<file path="src/rtl/dcache_mem_bridge.sv">
// dcache_mem_bridge: AGU dcache request bus to single-port memory bridge with blocking reads and a posted write buffer
// Ports: clk, reset (sync, active-high); dcache_wdata_bus in (106b request), dcache_rdata_bus out ({ready, rvalid, rdata});
//        memory side mem_req/mem_we/mem_addr/mem_wstrb/mem_wdata out, mem_gnt/mem_rvalid/mem_rdata in.
module dcache_mem_bridge #(
    parameter int WB_DEPTH = 2
) (
    input  logic         clk,
    input  logic         reset,
    input  logic [105:0] dcache_wdata_bus,
    output logic [33:0]  dcache_rdata_bus,
    output logic         mem_req,
    output logic         mem_we,
    output logic [31:0]  mem_addr,
    output logic [3:0]   mem_wstrb,
    output logic [31:0]  mem_wdata,
    input  logic         mem_gnt,
    input  logic         mem_rvalid,
    input  logic [31:0]  mem_rdata
);
    localparam int PW = $clog2(WB_DEPTH);
    localparam int CW = $clog2(WB_DEPTH + 1);
    typedef enum logic [1:0] {IDLE, RD_REQ, RD_WAIT, RESP} state_t;
    state_t        state;
    logic [29:0]   wb_addr [WB_DEPTH];
    logic [3:0]    wb_strb [WB_DEPTH];
    logic [31:0]   wb_data [WB_DEPTH];
    logic [PW-1:0] head, tail;
    logic [CW-1:0] count;
    logic [29:0]   rd_addr;
    logic [31:0]   rdata;
    logic          req_valid, req_op, cacop_en;
    logic [29:0]   req_addr;
    logic [3:0]    req_strb;
    logic [31:0]   req_wdata;
    logic          empty, full, ready, wr_acc, rd_acc, enq, drain, pop, unused;
    assign req_valid = dcache_wdata_bus[105];
    assign req_op    = dcache_wdata_bus[104];
    assign req_addr  = dcache_wdata_bus[103:74];
    assign req_strb  = dcache_wdata_bus[70:67];
    assign req_wdata = dcache_wdata_bus[66:35];
    assign cacop_en  = dcache_wdata_bus[34];
    assign unused    = ^{dcache_wdata_bus[73:71], dcache_wdata_bus[33:0]};
    assign empty  = count == '0;
    assign full   = count == CW'(WB_DEPTH);
    // ready follows op even without valid; a full buffer stays not-ready even on a pop cycle
    assign ready  = !reset && (cacop_en || (req_op ? !full : (state == IDLE && empty)));
    assign wr_acc = req_valid && req_op && !cacop_en && ready;
    assign enq    = wr_acc && req_strb != 4'b0;
    assign rd_acc = req_valid && !req_op && !cacop_en && ready;
    // drain only from IDLE so buffered writes never overtake or interleave with a read
    assign drain  = state == IDLE && !empty;
    assign pop    = drain && mem_gnt && !reset;
    assign mem_req   = !reset && (drain || state == RD_REQ);
    assign mem_we    = drain;
    assign mem_addr  = {drain ? wb_addr[head] : rd_addr, 2'b00};
    assign mem_wstrb = drain ? wb_strb[head] : 4'b0;
    assign mem_wdata = wb_data[head];
    assign dcache_rdata_bus = {ready, state == RESP && !reset, rdata};
    always_ff @(posedge clk) begin
        if (reset) begin
            state   <= IDLE;
            head    <= '0;
            tail    <= '0;
            count   <= '0;
            rd_addr <= '0;
            rdata   <= '0;
        end else begin
            case (state)
                IDLE:    if (rd_acc) begin
                             state   <= RD_REQ;
                             rd_addr <= req_addr;
                         end
                RD_REQ:  if (mem_gnt) state <= RD_WAIT;
                RD_WAIT: if (mem_rvalid) begin
                             state <= RESP;
                             rdata <= mem_rdata;
                         end
                default: state <= IDLE;
            endcase
            if (enq) begin
                wb_addr[tail] <= req_addr;
                wb_strb[tail] <= req_strb;
                wb_data[tail] <= req_wdata;
                tail          <= tail + PW'(1);
            end
            if (pop) head <= head + PW'(1);
            count <= count + CW'(enq) - CW'(pop);
        end
    end
endmodule

</file>
<file path="config.mk">
export PLATFORM = sky130hd
export DESIGN_NAME = dcache_mem_bridge
export DESIGN_NICKNAME = d
export VERILOG_FILES = /design/src/rtl/dcache_mem_bridge.sv
export SDC_FILE = /design/constraint.sdc
export NUM_CORES = 1
export LEC_CHECK = 0
export CORE_MARGIN = 10
export CORE_UTILIZATION = 52
export CTS_BUF_LIST = sky130_fd_sc_hd__clkbuf_4 sky130_fd_sc_hd__clkbuf_8
export DETAILED_ROUTE_END_ITERATION = 12
export PLACE_DENSITY = 0.93
export SYNTH_ARGS = -nofsm -noshare
export SYNTH_HDL_FRONTEND = slang
export SYNTH_SLANG_ARGS = --single-unit
</file>
<file path="constraint.sdc">
create_clock -name clk -period 8.6 [get_ports clk]
set_input_delay 0.86 -clock clk [delete_from_list [all_inputs] [get_ports clk]]
set_output_delay 0.86 -clock clk [all_outputs]
set_load 0.03 [all_outputs]
</file>
==> results.md, run 1 <==
- Initial Util: 53.3%
- Post-CTS Resized: 0
- Placed cells: 970
- CP max-delay cell: clkdlybuf4s50_1
- CTS Buffer Depth: 3
- Hold/Removal Path Class: reg2reg
- Top Ports: 246
- Gpl congestion: 0.745
- Status: finished clean
- Post-CTS Setup Repair Bufs: 0
- First-pass GRT wire length: 30600 um
- Core Box Area: 14600 um2
- Post-route ant nets: 0
- WP data arrival: 3030 ps
- Synthesis-to-layout area growth: 36.7%
- Worst Setup SP: state[0]$_SDFFE_PP0P_
- Cell Area, Synth: 7770 um2
- Fin cells: 1031
- Overall die width: 142 um
- Final setup viols: 0
- Total gr overflow: 0
- DRC violations left: 0
- Post-detail-place hpwl: 12800 um
- CTS tree: built
- Number of vias per cell: 5.34
- Max incr delay on CP: 740 ps
- Diodes inserted: 0
- Clock-pin slew on the worst setup and hold paths: 60 ps
- Commonest register cell after synthesis: edfxtp_1
- Synth unique cells: 35
- # port buffers: 206
- Hold-fix buffers at CTS: 0
- Later-pin clock latency in the skew report: 500 ps
- Worst Skew: 12.5 ps
- Reg-to-Reg Start: count[0]$_SDFF_PP0_
- Final worst-path cycle share: 45.2%
- Post-route setup slack: 4710 ps
- Vias in the first global route: 5737
- Post-Place Setup Slack: 4860 ps
- Seq cells post-synth: 201
- CTS Buf Count: 34
- End of the critical path: mem_addr[31]
- RSZ-0062 raised after global routing: no
- Largest net degree at the start of global routing: 76
- Leakage: 0.00350 uW
- Cell Chain, Critical Path: inv_1, ha_1, o21ai_4, buf_4, nand2_1, o21ai_0, clkdlybuf4s50_1
- Via count: 5506
- Clk sinks: 201
- Total Routed Length: 19600 um
- Cell count after synthesis: 618
- Die area: 20200 um2
- Syn Area/Cell: 12.6 um2
- Wirelength per Cell: 19.1 um
- Root buf cell: clkbuf_8
- GRT Overall Usage: 18.9%
- Fin Setup TNS: 0 ps
- Pwr per Cell Area: 213 nW/um2
- Crit path max fanout: 34
- Ys Warns: 0
- H-tree Lvls: 2
- Max Clk Rate: 0.257 GHz
- Worst-case reg-to-reg path depth: 4
- Fin. Hold Viols: 0
- Max_cap viols: 0
- Critical R2R Capture: wb_addr[0][17]$_DFFE_PP_
- Share of layout cells above drive strength 1: 12.5%
- Kind of end point of the critical path: output port
- Sum of buffers and inverters on the critical path: 3
- Tmin final: 3890 ps
- Crit path depth: 7
- Max-slew violations: 0
- Post-synthesis sequential area ratio: 68.8%
- Antenna violations before repair: 0
- Die Height: 142 um
- Post-layout nets: 970
- Delay-heaviest family, CP: buffers and inverters
- Initial detailed-routing violation count: 328
- Async S/R FF share, synth: 0%
- R2r setup slk: 5850 ps
- Row count: 44
- Commonest non-fill, non-tap cell in the layout: clkdlybuf4s50_1
- Most frequent cells in the layout: clkdlybuf4s50_1 (205), edfxtp_1 (132), nand2_1 (97)
- Relative slew slack: 28.7%
- EDFF count, synth: 132
- VDD IR-drop max: 0.126 mV
- Critical path class: reg2out
- Pre-antenna DRT Iters: 5
- Worst Setup Start Kind: flop
- Critical Path RT: 7740 ps
- Worst slew pin tran: 1070 ps
## routing by layer
layer  GRT usage, %  share of wire, %  vias up
li1               -                 -     2633
met5              0                 0        -
met1           22.4                40     2623
met2           30.3                47      224
met3           7.91                11       26
met4           6.51               1.7        0
## area by class of cell
cell class                 count  area, um2
fill                         950       3970
multi-input combinational    366       2230
inverter                       7       26.3
clock buffer                  56        658
tap                          184        230
clock inverter                 5       25.0
sequential                   201       5350
timing repair buffer         212       2100
## power breakdown
part           switching [uW]  internal (uW)
Clock                     353            482
Combinational             198            150
Sequential               24.0           1050
Total                     575           1680
## worst min path at each step
stage                      startpoint                      to  slack [ps]  depth (start not counted)
2_1_floorplan       tail$_SDFFE_PP0P_       tail$_SDFFE_PP0P_         450                          1
3_3_place_gp   rdata[23]$_SDFFE_PP0P_  rdata[23]$_SDFFE_PP0P_         440                          2
3_5_place_dp   rdata[31]$_SDFFE_PP0P_  rdata[31]$_SDFFE_PP0P_         450                          2
4_1_cts        rdata[27]$_SDFFE_PP0P_  rdata[27]$_SDFFE_PP0P_         450                          2
5_1_grt        rdata[31]$_SDFFE_PP0P_  rdata[31]$_SDFFE_PP0P_         470                          2
6_report       rdata[27]$_SDFFE_PP0P_  rdata[27]$_SDFFE_PP0P_         450                          2
## kinds of logic after synthesis
group | Yosys count | synth area share (%)
flops | 201 | 68.8
mux | 67 | 9.14
simple gates | 156 | 8.87
compound gates | 132 | 8.76
fa+ha+maj | 6 | 0.966
other cells | 1 | 0.0482
xor+xnor | 3 | 0.338
buf+inv | 52 | 3.11
## metrics by stage
step           hold WS (ps)  total power [uW]  util, %  cell area [um2]
4_1_cts                 454              2280     72.8            10600
5_1_grt                 471              2350     72.8            10600
3_5_place_dp            446              1450     68.1             9940
3_3_place_gp            440              1440     68.1             9940
6_report                453              2260     72.8            10600
2_1_floorplan           450              1290        -             7780
## cell usage after synthesis, types with 6 or more instances
master,number,area (um2)
inv_1,7,26.3
nand3_1,31,155
a21oi_1,64,320
edfxtp_1,132,3960
o21ai_0,32,160
mux2_2,32,360
ha_1,6,75.1
buf_2,10,50.1
mux2i_1,35,350
nand2_1,97,364
clkbuf_1,28,105
o21ai_1,30,150
nor2_1,13,48.8
dfxtp_1,69,1380
## flip-flops by register name, summed over array words and instances (netlist names), 2 cells and up, named ones only
register	count
rd_addr	30
state	2
wb_data	64
count	2
wb_addr	60
wb_strb	8
rdata	32
## tightest hold or removal path, stage by stage, from the launching register on
cell	delay, ps
dfxtp_1	300
nand2_1	50
a21oi_1	50
Note: power is estimated with default switching activity, not from simulation.
==> inputs of run 2 (changes only) <==
CORE_UTILIZATION = 48   (was 52)
PLACE_DENSITY = 0.87   (was 0.93)
clock period = 4.1 ns   (was 8.6 ns; I/O delays follow)
==> results.md, run 2 (same netlist as run 1, synthesis figures left out) <==
- Status: finished clean
- Antenna violations before repair: 0 (unchanged)
- Post-CTS Setup Repair Bufs: 0 (unchanged)
- Worst Skew: 11.4 ps (-1.03 ps)
- Clk sinks: 201 (unchanged)
- Top flop regs: wb_data: 64 flops, wb_addr: 60 flops, rdata: 32 flops
- Total gr overflow: 0 (unchanged)
- Initial detailed-routing violation count: 333 (+1.5%)
- Worst slew pin tran: 1110 ps (+40.1 ps)
- Post-CTS Resized: 0 (unchanged)
- Tmin final: 3450 ps
- Clock-pin slew on the worst setup and hold paths: 60 ps (about the same)
- VDD IR-drop max: 0.278 mV (+120%)
- Relative slew slack: 26.1% (-2.7 points)
- Vias in the first global route: 5741 (+0.070%)
- Flop pwr share: 46.4% (-1.2 points)
- Hold/Removal Path Class: in2reg
- Critical path class: reg2out
- Placed cells: 1007 (+3.8%)
- Worst Setup Start Kind: flop
- Largest register by flop count: wb_data
- H-tree Lvls: 2 (unchanged)
- Diodes inserted: 0 (unchanged)
- Post-layout instance area: 10700 um2 (+1.2%)
- Post-layout nets: 976 (+0.62%)
- RSZ-0062 raised after global routing: no
- Max-slew violations: 0 (unchanged)
- Hold path startpoint: mem_rdata[15]
- Synthesis-to-layout area growth: 38.3%
- Most frequent cells in the layout: clkdlybuf4s50_1 (205), edfxtp_1 (132), nand2_1 (97)
- Fin cells: 1069 (+3.7%)
- Die Height: 147 um (+3.5%)
- Commonest non-fill, non-tap cell in the layout: clkdlybuf4s50_1
- Final worst-path cycle share: 84.1%
- Hold Slack: 442 ps (-10.5 ps)
- Fin Setup TNS: 0 ps (unchanged)
- CTS Buf Count: 35 (+2.9%)
- Max_cap viols: 0 (unchanged)
- Core Box Area: 15900 um2 (+8.9%)
- First-pass GRT wire length: 30900 um (+1.0%)
- Overall die width: 147 um (+3.5%)
- Power Internal: 3600 uW (+110%)
- Largest net degree at the start of global routing: 76 (unchanged)
- Pwr per Cell Area: 451 nW/um2 (+110%)
- # port buffers: 206 (unchanged)
- Later-pin clock latency in the skew report: 510 ps (about the same)
- Via count: 5513 (+0.13%)
- Wirelength per Cell: 18.5 um (-2.7%)
- Max Clk Rate: 0.290 GHz
- Worst Setup SP: state[1]$_SDFFE_PP0P_
- Gpl congestion: 0.764 (+2.5%)
- Kind of end point of the critical path: output port
- Final setup viols: 0 (unchanged)
- Initial Util: 48.9% (-4.3 points)
- Switch share: 25.7% (+0.28 points)
- Hold-fix buffers at CTS: 0 (unchanged)
- Switching Power: 1250 uW (+120%)
- GRT Overall Usage: 17.6% (-1.3 points)
- Post-detail-place hpwl: 13000 um (+1.3%)
- CTS Buffer Depth: 3 (unchanged)
- Row count: 46 (+4.5%)
- Total Routed Length: 19800 um (+0.92%)
- Leakage: 0.00354 uW (+1.2%)
- Largest register FFs: 64 (unchanged)
- Fin. Hold Viols: 0 (unchanged)
- Share of layout cells above drive strength 1: 13.0% (+0.50 points)
- CTS tree: built
- Die area: 21700 um2 (+7.1%)
- Crit path max fanout: 36 (+5.9%)
- Pre-antenna DRT Iters: 5 (unchanged)
- Clock Power Share: 38.2% (+1.2 points)
- DRC violations left: 0 (unchanged)
- Post-route ant nets: 0 (unchanged)
- Logic gate share of total power: 15.4% (about the same)
- Critical Path RT: 3690 ps (-4050 ps)
- WP data arrival: 3040 ps (about the same)
- Reg-to-Reg Start: count[0]$_SDFF_PP0_
- Top Ports: 246 (unchanged)
- Number of vias per cell: 5.16 (-3.4%)
- Root buf cell: clkbuf_8
- Area after DPL: 10000 um2 (+0.91%)
[run 2: layer usage]
| layer | wire (um) | GRT usage (%) |
|---|---|---|
| met5 | 0 | 0 |
| met4 | 352 | 5.70 |
| met3 | 2310 | 7.52 |
| met2 | 9240 | 28.0 |
| met1 | 7920 | 21.0 |
[run 2: path summary, 6_finish.rpt]
check                        endpoint  slack, ps  cells past startpoint
min reg2reg     rdata[4]$_SDFFE_PP0P_        450                      2
max reg2reg  wb_data[0][25]$_DFFE_PP_       1750                      4
min            rdata[15]$_SDFFE_PP0P_        440                      3
max                       mem_addr[6]        650                      7
[run 2: power by group through the flow]
stage | Clock, uW | Combinational (uW) | Sequential [uW]
final | 1850 | 746 | 2250
after global routing | 1980 | 798 | 2260
after CTS | 1900 | 750 | 2250
after detailed placement | 0 | 747 | 2290
after global placement | 0 | 739 | 2290
after floorplan | 0 | 413 | 2290
[run 2: critical path: stages (launching register included)]
cell,delay [ps]
dfxtp_1,390
inv_1,100
ha_1,320
o21ai_4,320
buf_4,440
nand2_1,90
o21ai_0,90
clkdlybuf4s50_1,750
[run 2: layout make-up]
cell class | count | area [um2]
flip-flops and latches | 201 | 5350
fillers | 1165 | 5140
multi-input cells | 366 | 2230
repair buffers | 217 | 2150
clock buffers | 54 | 649
well taps | 216 | 270
clock inverters | 8 | 71.3
inverters | 7 | 26.3
[run 2: stage by stage]
step | setup WS (ps) | power (uW) | util, %
5_1_grt | 419 | 5030 | 67.7
4_1_cts | 606 | 4900 | 67.7
3_3_place_gp | 1190 | 3030 | 63.1
6_report | 652 | 4850 | 67.7
3_5_place_dp | 1160 | 3040 | 63.1
2_1_floorplan | -79.2 | 2700 | -
